### src/rtl/trap_ctrl.sv
// trap_ctrl
//   Sequences machine-mode trap entry (ecall) and trap return (mret) through
//   the CSR file's single write port. Instruction CSR writes share that port
//   and are granted only while the controller is idle.
//
// Ports
//   clk_i, rst_ni                      clock, async active-low reset
//   ecall_req_i, mret_req_i            committed ecall / mret requests
//   trap_pc_i, trap_cause_i            trapping PC and mcause value
//   req_ready_o                        idle; a request is accepted this cycle
//   inst_csr_we_i/_waddr_i/_wdata_i    instruction CSR write request
//   inst_csr_ready_o                   instruction write granted this cycle
//   csr_we_o, csr_waddr_o, csr_wdata_o CSR file write port
//   csr_mstatus_i, csr_mtvec_i,
//   csr_mepc_i                         current CSR values
//   redirect_valid_o, redirect_pc_o    one-cycle PC redirect to the IFU
//   busy_o                             sequence in progress
//
// state    | meaning
// ---------+------------------------------------------------------------
// IDLE     | accept ecall/mret; pass instruction CSR writes through
// T_EPC    | write MEPC with the captured, word-aligned PC
// T_CAUSE  | write MCAUSE with the captured cause
// T_STATUS | write trap-entry MSTATUS; latch MTVEC base as the target
// R_STATUS | write trap-return MSTATUS; latch MEPC as the target
// REDIR    | one-cycle redirect strobe, no CSR write

module trap_ctrl #(
    parameter int CSR_ADDR_WIDTH = 12,
    parameter int CSR_DATA_WIDTH = 32
) (
    input  logic                      clk_i,
    input  logic                      rst_ni,
    input  logic                      ecall_req_i,
    input  logic                      mret_req_i,
    input  logic [CSR_DATA_WIDTH-1:0] trap_pc_i,
    input  logic [CSR_DATA_WIDTH-1:0] trap_cause_i,
    output logic                      req_ready_o,
    input  logic                      inst_csr_we_i,
    input  logic [CSR_ADDR_WIDTH-1:0] inst_csr_waddr_i,
    input  logic [CSR_DATA_WIDTH-1:0] inst_csr_wdata_i,
    output logic                      inst_csr_ready_o,
    output logic                      csr_we_o,
    output logic [CSR_ADDR_WIDTH-1:0] csr_waddr_o,
    output logic [CSR_DATA_WIDTH-1:0] csr_wdata_o,
    input  logic [CSR_DATA_WIDTH-1:0] csr_mstatus_i,
    input  logic [CSR_DATA_WIDTH-1:0] csr_mtvec_i,
    input  logic [CSR_DATA_WIDTH-1:0] csr_mepc_i,
    output logic                      redirect_valid_o,
    output logic [CSR_DATA_WIDTH-1:0] redirect_pc_o,
    output logic                      busy_o
);

    localparam logic [CSR_ADDR_WIDTH-1:0] ADDR_MSTATUS = CSR_ADDR_WIDTH'(12'h300);
    localparam logic [CSR_ADDR_WIDTH-1:0] ADDR_MEPC    = CSR_ADDR_WIDTH'(12'h341);
    localparam logic [CSR_ADDR_WIDTH-1:0] ADDR_MCAUSE  = CSR_ADDR_WIDTH'(12'h342);
    localparam logic [CSR_DATA_WIDTH-1:0] ALIGN_MASK   = ~CSR_DATA_WIDTH'(3);

    typedef enum logic [2:0] {
        IDLE     = 3'd0,
        T_EPC    = 3'd1,
        T_CAUSE  = 3'd2,
        T_STATUS = 3'd3,
        R_STATUS = 3'd4,
        REDIR    = 3'd5
    } state_t;

    state_t                    state_q, state_d;
    logic [CSR_DATA_WIDTH-1:0] pc_q, pc_d;
    logic [CSR_DATA_WIDTH-1:0] cause_q, cause_d;
    logic [CSR_DATA_WIDTH-1:0] target_q, target_d;
    logic [CSR_DATA_WIDTH-1:0] trap_status;
    logic [CSR_DATA_WIDTH-1:0] mret_status;

    // MSTATUS bit positions: MIE=3, MPIE=7, MPP=12:11
    always_comb begin
        trap_status        = csr_mstatus_i;
        trap_status[7]     = csr_mstatus_i[3];
        trap_status[3]     = 1'b0;
        trap_status[12:11] = 2'b11;

        mret_status        = csr_mstatus_i;
        mret_status[3]     = csr_mstatus_i[7];
        mret_status[7]     = 1'b1;
        mret_status[12:11] = 2'b11;
    end

    always_ff @(posedge clk_i or negedge rst_ni) begin
        if (!rst_ni) begin
            state_q  <= IDLE;
            pc_q     <= '0;
            cause_q  <= '0;
            target_q <= '0;
        end else begin
            state_q  <= state_d;
            pc_q     <= pc_d;
            cause_q  <= cause_d;
            target_q <= target_d;
        end
    end

    always_comb begin
        state_d          = state_q;
        pc_d             = pc_q;
        cause_d          = cause_q;
        target_d         = target_q;
        req_ready_o      = 1'b0;
        inst_csr_ready_o = 1'b0;
        csr_we_o         = 1'b0;
        csr_waddr_o      = '0;
        csr_wdata_o      = '0;
        redirect_valid_o = 1'b0;
        redirect_pc_o    = '0;
        busy_o           = 1'b1;

        case (state_q)
            IDLE: begin
                busy_o           = 1'b0;
                req_ready_o      = 1'b1;
                inst_csr_ready_o = 1'b1;
                // Gated by reset so the write port stays quiet while held in reset
                if (inst_csr_we_i && rst_ni) begin
                    csr_we_o    = 1'b1;
                    csr_waddr_o = inst_csr_waddr_i;
                    csr_wdata_o = inst_csr_wdata_i;
                end
                if (ecall_req_i) begin
                    pc_d    = trap_pc_i;
                    cause_d = trap_cause_i;
                    state_d = T_EPC;
                end else if (mret_req_i) begin
                    state_d = R_STATUS;
                end
            end
            T_EPC: begin
                csr_we_o    = 1'b1;
                csr_waddr_o = ADDR_MEPC;
                csr_wdata_o = pc_q & ALIGN_MASK;
                state_d     = T_CAUSE;
            end
            T_CAUSE: begin
                csr_we_o    = 1'b1;
                csr_waddr_o = ADDR_MCAUSE;
                csr_wdata_o = cause_q;
                state_d     = T_STATUS;
            end
            T_STATUS: begin
                csr_we_o    = 1'b1;
                csr_waddr_o = ADDR_MSTATUS;
                csr_wdata_o = trap_status;
                // Direct mode only: the mode bits are simply dropped
                target_d    = csr_mtvec_i & ALIGN_MASK;
                state_d     = REDIR;
            end
            R_STATUS: begin
                csr_we_o    = 1'b1;
                csr_waddr_o = ADDR_MSTATUS;
                csr_wdata_o = mret_status;
                target_d    = csr_mepc_i & ALIGN_MASK;
                state_d     = REDIR;
            end
            REDIR: begin
                redirect_valid_o = 1'b1;
                redirect_pc_o    = target_q;
                state_d          = IDLE;
            end
            default: begin
                state_d = IDLE;
            end
        endcase
    end

endmodule

### config.mk
export PLATFORM = sky130hd
export DESIGN_NAME = trap_ctrl
export DESIGN_NICKNAME = d
export VERILOG_FILES = /design/src/rtl/trap_ctrl.sv
export SDC_FILE = /design/constraint.sdc
export NUM_CORES = 1
export LEC_CHECK = 0
export CORE_MARGIN = 10
export CORE_UTILIZATION = 44
export CTS_BUF_LIST = sky130_fd_sc_hd__clkbuf_8
export DETAILED_ROUTE_END_ITERATION = 16
export HOLD_SLACK_MARGIN = 0.03
export PLACE_DENSITY = 0.89
export SLEW_MARGIN = 15
export SYNTH_ARGS = -nofsm -noshare
export SYNTH_HDL_FRONTEND = slang
export SYNTH_SLANG_ARGS = --single-unit
### constraint.sdc
create_clock -name clk_i -period 3.7 [get_ports clk_i]
set_input_delay 0.37 -clock clk_i [delete_from_list [all_inputs] [get_ports clk_i]]
set_output_delay 0.37 -clock clk_i [all_outputs]
set_load 0.01 [all_outputs]
# Word level (Yosys, flattened, before mapping)
# Cells that the tools add are included.
[totals]
latchBits = 0
mem_count = 0
register_bits = 99
ramBits = 0
rom_bits = 0
input_bits = 209
[classes]
div = 0
bitwise_logic = 0
muxes = 14
n_mul = 0
addsub = 0
shifts = 0
n_lt_le_gt_ge = 0
reduce_logical = 6
n_eq_ne = 6
[ops]
columns = ["op", "count"]
rows = [
  ["32-bit case mux with 5 select lines", 1],
  ["32-bit two-way mux", 2],
  ["32-bit case mux with 2 select lines", 1],
  ["12-bit case mux with 4 select lines", 1],
  ["12-bit two-way mux", 1],
  ["3-bit case mux with 4 select lines", 1],
  ["3-bit by 2-bit == test with 1-bit output, second input constant", 2],
  ["3-bit == test, second input constant", 2],
  ["3-bit two-way mux", 2],
  ["1-bit two-way mux", 4],
  ["4-bit OR reduction", 1],
  ["3-bit by 1-bit == test with 1-bit output, second input constant", 1],
  ["3-bit zero test", 1],
  ["3-bit inequality test, second input constant", 1],
  ["1-bit case mux with 2 select lines", 1],
  ["2-bit AND reduction", 1],
  ["2-bit nonzero test", 1],
  ["2-bit OR reduction", 1],
  ["1-bit logical AND", 1],
]

# Depth between registers and ports, before layout
[logic_depth]
ltp_word = 3
mapped_depth = 8

# Worst setup path before layout
# No wires, ideal clock.
[synth_path]
kind = "register -> output"
startpoint = "reg state_q[0]"
endpoint = "out csr_wdata_o[10]"
path_slack_ps = 1730
path_stages_with_launch = 9
t_arrival_ps = 1600
required_time_ps = 3330
path_cell_list = "dfrtp_1 -> buf_6 -> or3_1 -> buf_6 -> inv_6 -> and2_1 -> buf_4 -> buf_6 -> a221o_1"
[synth_between]
elab_chain_len = 2
[synth_rtl]
columns = ["item", "line", "rtl"]
rows = [
  ["start, declared", "68", "state_t state_q, state_d;"],
  ["start signal, assigned", "95", "state_q <= state_d;"],
  ["3-bit == test (tied with other cells)", "116", "case (state_q)"],
  ["32-bit case mux with 5 select lines (*)", "116", ""],
  ["end, declared", "45", "output logic [CSR_DATA_WIDTH-1:0] csr_wdata_o,"],
]
# Mark *: on every way between the ends. The rest lies on a longest branch, timed or not.

# Worst setup path after layout
[layout_path]
startpoint = "reg state_q[1]"
endpoint = "out csr_wdata_o[21]"
# Same word-level chain as after synthesis.

==> metrics.yaml <==
clock_network:
  cts_made_buffers: 9
  tritoncts: "built"
  cts_root_buf: "clkbuf_8"
  clock_sinks: 95
  hold_buffers: 0
  cts_resized: 0
  htreeDepth: 3
  clk_path_buf_depth: 2
  post_cts_buffers: 0
  clk_latency_ps: 370
  path_clk_slew_ps: 100
cells_and_area:
  nNetsFinal: 982
  final_cell_area_mm2: 0.00829
  area_delta_synth_final_pct: 55.1
  drive_gt1_share_pct: 11.7
  antenna_cells: 0
  final_cells: 925
synth:
  ys_types: 35
  syn_area_per_cell_um2: 10.2
  synth_seq_cells: 95
  ys_warn_count: 0
  syn_area_mm2: 0.00535
  syn_inst: 523
  synth_area_leaders: "dfrtp_1 (44%), mux2_2 (12%), a21oi_1 (8.7%)"
  seq_area_frac_synth_pct: 44.5
  ys.flop_type: "dfrtp_1"
  yosysMostFrequentCell: "dfrtp_1"
  synth_edf_count: 0
  yosysTopAreaCellShare_pct: 44.5
  yosysTopAreaCell: "dfrtp_1"
  synthArstFlopShare_pct: 100
  synthTopCellsByCount: "dfrtp_1 (95), a21oi_1 (93), mux2_2 (57)"
sta:
  max_freq_mhz: 314
  fin_hold_ws_ps: 37.3
  grt_setup_unrepaired: "false"
  setup_viol: 0
  max-slew-margin-rel_pct: 29.2
  post-route-min-period_ps: 3180
  maxSlewViolCount: 0
  hold_viol: 0
  tightest_slew_ps: 1060
  tns_ps: 0
  fin_worst_skew_ps: 12.1
  fin_crit_sh_pct: 86.0
floorplan:
  die_w_um: 130
  core_region_area_mm2: 0.0120
  pin_count: 290
  initial_utilization_pct: 44.7
  fp.dieH_um: 130
  die-area_mm2: 0.0170
  num_rows: 40
place:
  dp.final_hpwl_um: 15000
  numPortBuffers: 279
  placedInstanceArea_mm2: 0.00812
  placed_cells: 909
  place.gp.congestion: 0.867
critical_path:
  worstSetupEndpoint: "csr_wdata_o[21]"
  r2r-end: "target_q[4]$_DFFE_PN0N_"
  ff2ff_setup_slack_ps: 1010
  worstSetupEndpointType: "output pin"
  required_ps: 3330
  crit_start: "state_q[1]$_DFFE_PN0P_"
  cp.arrival_ps: 2810
  crit_fanout: 47
  worstSetupPathType: "reg -> out"
  reg2reg_depth: 5
  startpoint_type: "flip-flop"
  r2r_start: "state_q[1]$_DFFE_PN0P_"
routing:
  drtAntennaViolNets: 0
  viasPerCell: 5.64
  wl_per_cell_um: 21.2
  dr.pass1.iters: 4
  first_iter_violations: 285
  num_vias: 5220
  drc: 0
  drt_wl_total_um: 19600
global_route:
  gr-usage-all-layers_pct: 21.8
  gr-total-overflow: 0
  grt_pass1_vias: 5445
  grt_pass1_wl_um: 29100
  antenna_found_initial: 0
  grt_max_degree: 64
job:
  max_cap_violations: 0
pwr:
  p_per_area_mw_per_mm2: 753
  max-vdd-ir-drop_uv: 424
  cellLeakagePower_nw: 3.39
  finalPower_mw: 6.24
status:
  status: "finished clean"
worst_hold_path:
  holdCritPathClass: "in -> async"
[placed cells by master, fill, tap and decap left out, types with 3 or more instances in the layout]
| cell type | instances |
|---|---|
| clkdlybuf4s50_1 | 278 |
| a21oi_1 | 93 |
| dfrtp_1 | 93 |
| mux2_2 | 57 |
| nor2_1 | 34 |
| nand2_1 | 33 |
| and2_1 | 32 |
| mux2i_1 | 29 |
| a221o_1 | 29 |
| a211oi_1 | 26 |
| buf_4 | 13 |
| clkbuf_8 | 11 |
| and3_1 | 7 |
| mux2_1 | 6 |
| o21ai_0 | 5 |
| nand3b_1 | 3 |
| inv_1 | 3 |
[registers in the layout, summed over array words and instances, names as in the netlist]
register	flops
cause_q	32
pc_q	30
target_q	30
state_q	3
[report_power, final]
part | internal, mW | switching, mW
clock network | 0.275 | 0.365
logic | 1.99 | 1.75
registers | 1.58 | 0.281
[kinds of logic (layout without fill, tap and decap cells)]
group / after synthesis / count (layout) / share of synthesized area, %
muxes: 92 / 92 / 18.7
AOI/OAI and AO/OA: 160 / 160 / 19.3
xor gates and xnor gates: 1 / 1 / 0.164
other: 1 / 2 / 0.0701
and+or+nand+nor: 119 / 119 / 11.3
buffers and inverters: 55 / 309 / 6.01
DFF: 95 / 95 / 44.5
[stage by stage]
stage	utilization, %	setup slack, ps
after CTS	69.3	472
after detailed placement	67.8	878
after global routing	69.3	365
after global placement	67.8	915
after floorplan	-	1730
final	69.3	516
[critical path, stage by stage (launching register included)]
cell and delay (ps):
dfrtp_2 360, buf_4 480, buf_4 430, mux2i_1 130, a211oi_1 320, a221o_1 170, clkdlybuf4s50_1 540
[worst min path at each step]
| stage | slack [ps] | depth (start not counted) | startpoint | end |
|---|---|---|---|---|
| after detailed placement | 430 | 2 | rst_ni | state_q[2]$_DFFE_PN0P_ |
| final | 40 | 2 | rst_ni | cause_q[12]$_DFFE_PN0P_ |
| after floorplan | 70 | 0 | rst_ni | cause_q[0]$_DFFE_PN0P_ |
| after CTS | 40 | 2 | rst_ni | state_q[1]$_DFFE_PN0P_ |
| after global placement | 430 | 2 | rst_ni | state_q[2]$_DFFE_PN0P_ |
| after global routing | 60 | 2 | rst_ni | state_q[2]$_DFFE_PN0P_ |
[layout make-up]
class,instances,area [um^2]
tap,147,184
multi-input combinational,374,2660
timing repair buffer,291,2880
inverter,2,12.5
clock inverter,5,25.0
clock buffer,11,151
fill,899,3670
sequential,95,2380
[metal layers]
metal	GRT usage, %	share of wire [%]	up-vias
met2	39.3	51	255
met4	7.34	1.7	0
met5	0	0	-
met3	7.38	11	24
met1	23.2	36	2550
li1	-	-	2391
Power figures use the tool's default switching activity.
